File: src/rtl/scale_sequencer.sv
// scale_sequencer: clears the frame buffer, launches one of four scaling engines and muxes its writes to the RAM
module scale_sequencer #(
    parameter int RAM_DEPTH = 76800,
    parameter int TIMEOUT   = 200000
) (
    input  logic        clk,
    input  logic        reset,
    input  logic        start,
    input  logic [1:0]  mode,
    input  logic        clr_en,
    input  logic        abort,
    output logic [3:0]  eng_start,
    input  logic [3:0]  eng_done,
    input  logic [75:0] eng_wraddr,
    input  logic [31:0] eng_wrdata,
    input  logic [3:0]  eng_wren,
    output logic [18:0] ram_wraddr,
    output logic [7:0]  ram_data,
    output logic        ram_wren,
    output logic        busy,
    output logic        done,
    output logic        error,
    output logic [1:0]  active_mode
);
    typedef enum logic [2:0] {IDLE, CLEAR, LAUNCH, RUN, FINISH} state_t;
    state_t      state_q, state_d;
    logic [18:0] clr_cnt_q, clr_cnt_d;
    logic [31:0] wd_q, wd_d;
    logic [1:0]  mode_q, mode_d;
    logic        err_q, err_d;
    logic        done_q, done_d;
    logic        busy_q, busy_d;
    logic [3:0]  eng_start_q, eng_start_d;
    logic [6:0]  addr_lo;
    logic [4:0]  data_lo;

    // next state, counters and the registered status outputs they imply
    always_comb begin
        state_d   = state_q;
        clr_cnt_d = clr_cnt_q;
        wd_d      = wd_q;
        mode_d    = mode_q;
        err_d     = err_q;
        case (state_q)
            IDLE: if (start && !abort) begin
                mode_d    = mode;
                err_d     = 1'b0;
                clr_cnt_d = '0;
                state_d   = clr_en ? CLEAR : LAUNCH;
            end
            CLEAR: if (abort) state_d = IDLE;
                   else if (clr_cnt_q == 19'(RAM_DEPTH - 1)) state_d = LAUNCH;
                   else clr_cnt_d = clr_cnt_q + 19'd1;
            LAUNCH: begin
                state_d = abort ? IDLE : RUN;
                wd_d    = '0;
            end
            // done is ignored while wd_q is 0: the engine may still show its previous done
            RUN: if (abort) state_d = IDLE;
                 else if (wd_q != 32'd0 && eng_done[mode_q]) state_d = FINISH;
                 else if (wd_q == 32'(TIMEOUT - 1)) begin
                     state_d = IDLE;
                     err_d   = 1'b1;
                 end
                 else wd_d = wd_q + 32'd1;
            default: state_d = IDLE;
        endcase
        busy_d      = state_d != IDLE;
        done_d      = state_d == FINISH;
        eng_start_d = (state_d == LAUNCH) ? (4'b0001 << mode_d) : 4'b0000;
    end

    // all state, cleared asynchronously by reset
    always_ff @(posedge clk or negedge reset) begin
        if (!reset) begin
            state_q     <= IDLE;
            clr_cnt_q   <= '0;
            wd_q        <= '0;
            mode_q      <= '0;
            err_q       <= 1'b0;
            done_q      <= 1'b0;
            busy_q      <= 1'b0;
            eng_start_q <= '0;
        end else begin
            state_q     <= state_d;
            clr_cnt_q   <= clr_cnt_d;
            wd_q        <= wd_d;
            mode_q      <= mode_d;
            err_q       <= err_d;
            done_q      <= done_d;
            busy_q      <= busy_d;
            eng_start_q <= eng_start_d;
        end
    end

    // RAM port: zero fill in CLEAR, combinational pass-through of the selected engine in RUN
    always_comb begin
        addr_lo    = 7'(mode_q) * 7'd19;
        data_lo    = {mode_q, 3'b000};
        ram_wren   = (state_q == CLEAR) || (state_q == RUN && eng_wren[mode_q]);
        ram_wraddr = (state_q == CLEAR) ? clr_cnt_q :
                     (state_q == RUN)   ? eng_wraddr[addr_lo +: 19] : '0;
        ram_data   = (state_q == RUN)   ? eng_wrdata[data_lo +: 8] : '0;
    end

    assign eng_start   = eng_start_q;
    assign busy        = busy_q;
    assign done        = done_q;
    assign error       = err_q;
    assign active_mode = mode_q;
endmodule
File: config.mk
export PLATFORM = sky130hd
export DESIGN_NAME = scale_sequencer
export DESIGN_NICKNAME = d
export VERILOG_FILES = /design/src/rtl/scale_sequencer.sv
export SDC_FILE = /design/constraint.sdc
export NUM_CORES = 1
export LEC_CHECK = 0
export CAP_MARGIN = 40
export CORE_UTILIZATION = 45
export CTS_CLUSTER_SIZE = 10
export DETAILED_ROUTE_END_ITERATION = 10
export PLACE_DENSITY = 0.81
export SYNTH_ARGS = -nofsm -noshare
export SYNTH_HDL_FRONTEND = slang
export SYNTH_SLANG_ARGS = --single-unit
File: constraint.sdc
create_clock -name clk -period 3.8 [get_ports clk]
set_input_delay 0.57 -clock clk [delete_from_list [all_inputs] [get_ports clk]]
set_output_delay 0.57 -clock clk [all_outputs]
set_load 0.01 [all_outputs]
==> flow_metrics.tcl, run 1 <==
set metrics [dict create \
    status "finished, final reports clean" \
    viasPerCell 6.01 \
    die_width_um 101 \
    grt_setup_unrepaired "no" \
    pwr-share-seq_pct 30.8 \
    period_share_pct 84.3 \
    grt_pass1_wl_um 21700 \
    start_util_pct 47.0 \
    synth-seq-area-share_pct 35.9 \
    cts_hold_buf 0 \
    power_frac_comb_pct 42.4 \
    overflow 0 \
    max-vdd-ir-drop_mv 0.241 \
    drt_iter0_drc 207 \
    hp-class "in2async" \
    post-cts-setup-buffer-count 0 \
    cp-startpoint "state_q[1]" \
    coreArea_mm2 0.00933 \
    p_per_area_mw_per_mm2 427 \
    post_drt_wl_per_cell_um 17.8 \
    grt_max_degree 37 \
    async_flop_share_pct 100 \
    ys_dominant_reg_cell "dfrtp_1" \
    fin_nets 730 \
    max-slew-margin-rel_pct 47.3 \
    worstPathArrival_ns 2.63 \
    nFillCells 729 \
    r2r-start "wd_q[0]" \
    maxCapViolCount 0 \
    numCtsBuffers 9 \
    synth_nets 575 \
    pre_cts_ws_ns 0.684 \
    syn_inst 449 \
    finalHoldViolCount 0 \
    clk_path_buf_depth 2 \
    final_layout_size_suffix_gt1_share_pct 11.5 \
    p_sw_share_pct 34.0 \
    cts_tree "yes" \
    crit_fanout 21 \
    tightest_slew_ns 0.788 \
    dieArea_mm2 0.0101 \
    htree_levels 3 \
    ctsResizeCount 0 \
    diodes 0 \
    drv_slew 0 \
    ioPinCount 160 \
    clk_pin_slew_ns 0.08 \
    crit_type "reg2out" \
    io_buffers 159 \
    crit_path_end_kind "output port" \
    syn2layout_area_growth_pct 45.3 \
    finalSetupViolations 0 \
    synth.top_cell.area_share_pct 35.9 \
    syn_avg_cell_area_um2 9.77 \
    rows 35 \
    detail-route-antenna-nets 0 \
    multi_input_comb_area_mm2 0.00265 \
    routed_wl_um 13100 \
    die_h_um 101 \
    place_inst 722 \
    syn-cell-area_mm2 0.00439 \
    tns_ns 0 \
    place_congestion 0.908 \
    p_sw_w 0.000926 \
    period_minus_slack_ns 3.20 \
    synth_edf_count 0 \
    vias 4435 \
    skew_ns 0.00763 \
    grt.total_usage_pct 27.5 \
    p_leak_nw 2.46 \
    synth_area_leaders "dfrtp_1 (36%), mux4_2 (15%), a22o_1 (4.0%)" \
    hpwlAfterDp_um 9870 \
    synth_top_area_cell "dfrtp_1" \
    cts.sinks 63 \
    synth-seq-cells 63 \
    p_clk_share_pct 26.8 \
    grt_pass1_vias 4623 \
    cts_root_buffer "clkbuf_8" \
    fmaxAchievable_ghz 0.312 \
    crit_required_ns 3.23 \
    yosys_warnings 0 \
    drtPass1Iterations 5 \
    yosysUniqueCellTypes 53 \
    clock_latency_ns 0.36 \
    seq_area_mm2 0.00158 \
    stdcell_count 738 \
    start_kind "register" \
    worst_slack_ns 0.598 \
    internal_power_w 0.00180 \
    drc 0 \
    grt_antenna_before_repair 0 \
]
worst max-delay path, cell delays in order (launching register included):
cell and delay [ns]:
dfrtp_1 0.43, nor2b_1 0.17, buf_4 0.22, and2_1 0.62
a22o_1 0.26, clkdlybuf4s50_1 0.56
path summary, 6_finish.rpt:
check | cells after the start | slack (ns) | end
worst max register to register | 8 | 0.89 | wd_q[28]
min in group clk | 1 | 0.54 | wd_q[0]
worst max-delay path | 5 | 0.60 | ram_wraddr[18]
worst min register to register | 1 | 0.54 | wd_q[0]
worst min-delay path | 1 | 0.10 | wd_q[26]
max in group asynchronous | 2 | 3.16 | wd_q[8]
placed cells by master, fill, tap and decap left out, types with 10 or more instances in the layout:
master,instances
nand3_1,23
clkdlybuf4s50_1,158
or4_1,14
dfrtp_1,62
xnor2_1,11
a21oi_1,24
nor3_1,14
nand4_1,22
a22o_1,20
and3_1,15
nor2_1,31
buf_4,10
inv_1,13
mux4_2,29
or3_1,20
o21ai_0,26
nand2_1,22
registers in the layout, summed over array words and instances (netlist names):
signal	count
clr_cnt_q	19
done	1
wd_q	32
eng_start	4
error	1
state_q	3
active_mode	2
busy	1
kinds of logic after synthesis:
| family | after synthesis | synth area share [%] |
|---|---|---|
| buffers and inverters | 40 | 3.79 |
| muxes | 32 | 15.6 |
| DFF | 63 | 35.9 |
| AOI/OAI and AO/OA | 93 | 14.0 |
| adders and majority gates | 3 | 0.856 |
| xor gates and xnor gates | 17 | 3.39 |
| and+or+nand+nor | 201 | 26.4 |
area by class of cell:
class | count | share of cell area (%)
multi-input combinational | 346 | 41.6
clock buffer | 9 | 1.94
tap | 129 | 2.53
inverter | 13 | 0.766
timing repair buffer | 171 | 26.5
clock inverter | 7 | 1.90
sequential | 63 | 24.8
cells in the mapped netlist, types with 15 or more instances:
cell type and number:
dfrtp_1 63, nor2_1 31, mux4_2 29, o21ai_0 26
a21oi_1 24, nand3_1 23, nand2_1 22, nand4_1 22
a22o_1 20, or3_1 20, clkbuf_1 17, and3_1 15
power by group through the flow:
stage | Combinational [W] | Clock, W | Sequential, W
after floorplan | 0.000778 | 0 | 0.000782
after global placement | 0.00113 | 0 | 0.000849
after detailed placement | 0.00115 | 0 | 0.000850
after CTS | 0.00116 | 0.000737 | 0.000839
after global routing | 0.00124 | 0.000761 | 0.000857
final | 0.00115 | 0.000729 | 0.000838
routing by layer:
| layer | up-vias | global-route usage, % | wire [µm] |
|---|---|---|---|
| met5 | - | 0 | 0 |
| met1 | 2148 | 31.1 | 5000 |
| met2 | 196 | 50.8 | 7000 |
| li1 | 2061 | - | - |
| met3 | 30 | 5.41 | 776 |
| met4 | 0 | 11.0 | 338 |
metrics by stage:
| stage | util (%) | area (µm²) | hold WS (ns) | total power, W |
|---|---|---|---|---|
| after detailed placement | 65.7 | 6130 | 0.491 | 0.00200 |
| after CTS | 68.3 | 6370 | 0.108 | 0.00273 |
| final | 68.3 | 6370 | 0.104 | 0.00272 |
| after global placement | 65.4 | 6100 | 0.512 | 0.00198 |
| after global routing | 68.3 | 6370 | 0.114 | 0.00286 |
| after floorplan | - | 4390 | 0.274 | 0.00156 |
(Power assumes the default switching activity.)
==> inputs of run 2 (changes only) <==
--- a/config.mk
+++ b/config.mk
@@ -6,10 +6,10 @@
 export NUM_CORES = 1
 export LEC_CHECK = 0
 export CAP_MARGIN = 40
-export CORE_UTILIZATION = 45
+export CORE_UTILIZATION = 41
 export CTS_CLUSTER_SIZE = 10
 export DETAILED_ROUTE_END_ITERATION = 10
-export PLACE_DENSITY = 0.81
+export PLACE_DENSITY = 0.78
 export SYNTH_ARGS = -nofsm -noshare
 export SYNTH_HDL_FRONTEND = slang
 export SYNTH_SLANG_ARGS = --single-unit
==> constraint.sdc (replaced) <==
create_clock -name clk -period 2.7 [get_ports clk]
set_input_delay 0.405 -clock clk [delete_from_list [all_inputs] [get_ports clk]]
set_output_delay 0.405 -clock clk [all_outputs]
set_load 0.01 [all_outputs]
==> flow_metrics.tcl, run 2 (synthesized netlist as in run 1, its figures left out) <==
set metrics [dict create \
    largest_register_ffs 32 \
    crit_type "reg2out" \
    cp-startpoint "active_mode[0]" \
    fin_nets 743 \
    cts.sinks 63 \
    clock_latency_ns 0.35 \
    r2r-start "wd_q[0]" \
    p_leak_nw 2.84 \
    largest_register "wd_q" \
    max-vdd-ir-drop_mv 0.367 \
    finalHoldViolCount 0 \
    period_minus_slack_ns 2.63 \
    max-slew-margin-rel_pct 50.1 \
    grt_max_degree 33 \
    fmaxAchievable_ghz 0.381 \
    cts_root_buffer "clkbuf_8" \
    htree_levels 3 \
    maxCapViolCount 0 \
    drv_slew 0 \
    crit_required_ns 2.30 \
    crit_fanout 11 \
    final_layout_size_suffix_gt1_share_pct 13.5 \
    slowest_delay_ns 0.55 \
    syn2layout_area_growth_pct 48.1 \
    worst_slack_ns 0.0720 \
    drtPass1Iterations 4 \
    status "finished, final reports clean" \
    overflow 0 \
    grt_antenna_before_repair 0 \
    post_drt_wl_per_cell_um 17.7 \
    r2r_cells 8 \
    place_congestion 0.894 \
    finalSetupViolations 0 \
    final_cell_mix "clkdlybuf4s50_1 (136), dfrtp_1 (61), nor2_1 (31)" \
    start_kind "register" \
    start_util_pct 42.3 \
    viasPerCell 5.94 \
    grt_pass1_vias 4672 \
    dieArea_mm2 0.0111 \
    grt_pass1_wl_um 22300 \
    drc 0 \
    worstPathArrival_ns 2.22 \
    fin_util_pct 62.7 \
    diodes 0 \
    rows 37 \
    grt.total_usage_pct 25.1 \
    die_h_um 105 \
    hp-class "in2async" \
    path_cells "buf_4 -> mux4_2 -> a22o_1 -> clkdlybuf4s50_1" \
    drt_iter0_drc 246 \
    period_share_pct 97.3 \
    numCtsBuffers 9 \
    detail-route-antenna-nets 0 \
    routed_wl_um 13400 \
    mostFrequentLayoutCell "clkdlybuf4s50_1" \
    tightest_slew_ns 0.748 \
    routedLengthMet1_um 5260 \
    clk_path_buf_depth 2 \
    r2r_slack_ns 0.12 \
    clk_pin_slew_ns 0.08 \
    top_layer "met4" \
    die_width_um 105 \
    power.total_w 0.00375 \
    timing.rr.end "wd_q[24]" \
    ioPinCount 160 \
    coreArea_mm2 0.0104 \
    dr_wl_met3_um 710 \
    io_buffers 159 \
    cts_tree "yes" \
    p_per_area_mw_per_mm2 578 \
    slowest_stage "dfrtp_4" \
    vias 4501 \
    met2WireLength_um 7160 \
    skew_ns 0.0109 \
    hpwlAfterDp_um 10100 \
    crit_path_end_kind "output port" \
    pre_cts_ws_ns 0.0460 \
]
## run 2: through the flow
stage	instance area (µm²)	setup TNS (ns)	instances	hold slack, ns
2_1_floorplan	4390	0	449	0.109
3_3_place_gp	6220	0	736	0.500
3_5_place_dp	6220	0	736	0.507
4_1_cts	6420	-0.00243	755	0.141
5_1_grt	6500	-0.184	758	0.170
6_report	6500	0	758	0.123
## run 2: worst max-delay path by stage
stage / endpoint / slack (ns) / depth (start not counted)
final: ram_wraddr[10] / 0.07 / 4
after floorplan: ram_wraddr[10] / 0.50 / 4
after CTS: ram_wraddr[12] / -0.002 / 4
after global routing: wd_q[24] / -0.07 / 8
after global placement: wd_q[28] / 0.1 / 7
after detailed placement: wd_q[24] / 0.05 / 6
## run 2: timing repair
action                     CTS  global route
setup endpoints to repair   22            29
pin swaps                    0             2
hold buffers                 0             0
resized for setup            6            19
buffers inserted             3             3
## run 2: cell type report
| class | instances | area [µm²] |
|---|---|---|
| clock buffers | 10 | 128 |
| clock inverters | 6 | 61.3 |
| fillers | 862 | 3870 |
| inverters | 13 | 48.8 |
| multi-input cells | 346 | 2660 |
| flip-flops and latches | 63 | 1580 |
| well taps | 136 | 170 |
| repair buffers | 184 | 1850 |
## run 2: routing by layer
metal | track usage [%] | vias to the layer above
met5 | 0 | -
met4 | 8.75 | 0
met3 | 5.94 | 26
met2 | 45.0 | 169
met1 | 29.3 | 2221
li1 | - | 2085
## run 2: where the power goes
part	leakage, nW	switching, W	total [W]	internal, W
sequential	0.868	0.000146	0.00117	0.00102
combinational	1.87	0.000780	0.00178	0.00100
clock	0.0960	0.000387	0.000810	0.000423
total	2.84	0.00131	0.00375	0.00244
## run 2: critical path, delay by kind of cell, from the launching register on
| family | cells | cell delay [ns] |
|---|---|---|
| DFF | 1 | 0.55 |
| buffers and inverters | 2 | 0.65 |
| AOI/OAI and AO/OA | 1 | 0.19 |
| muxes | 1 | 0.49 |
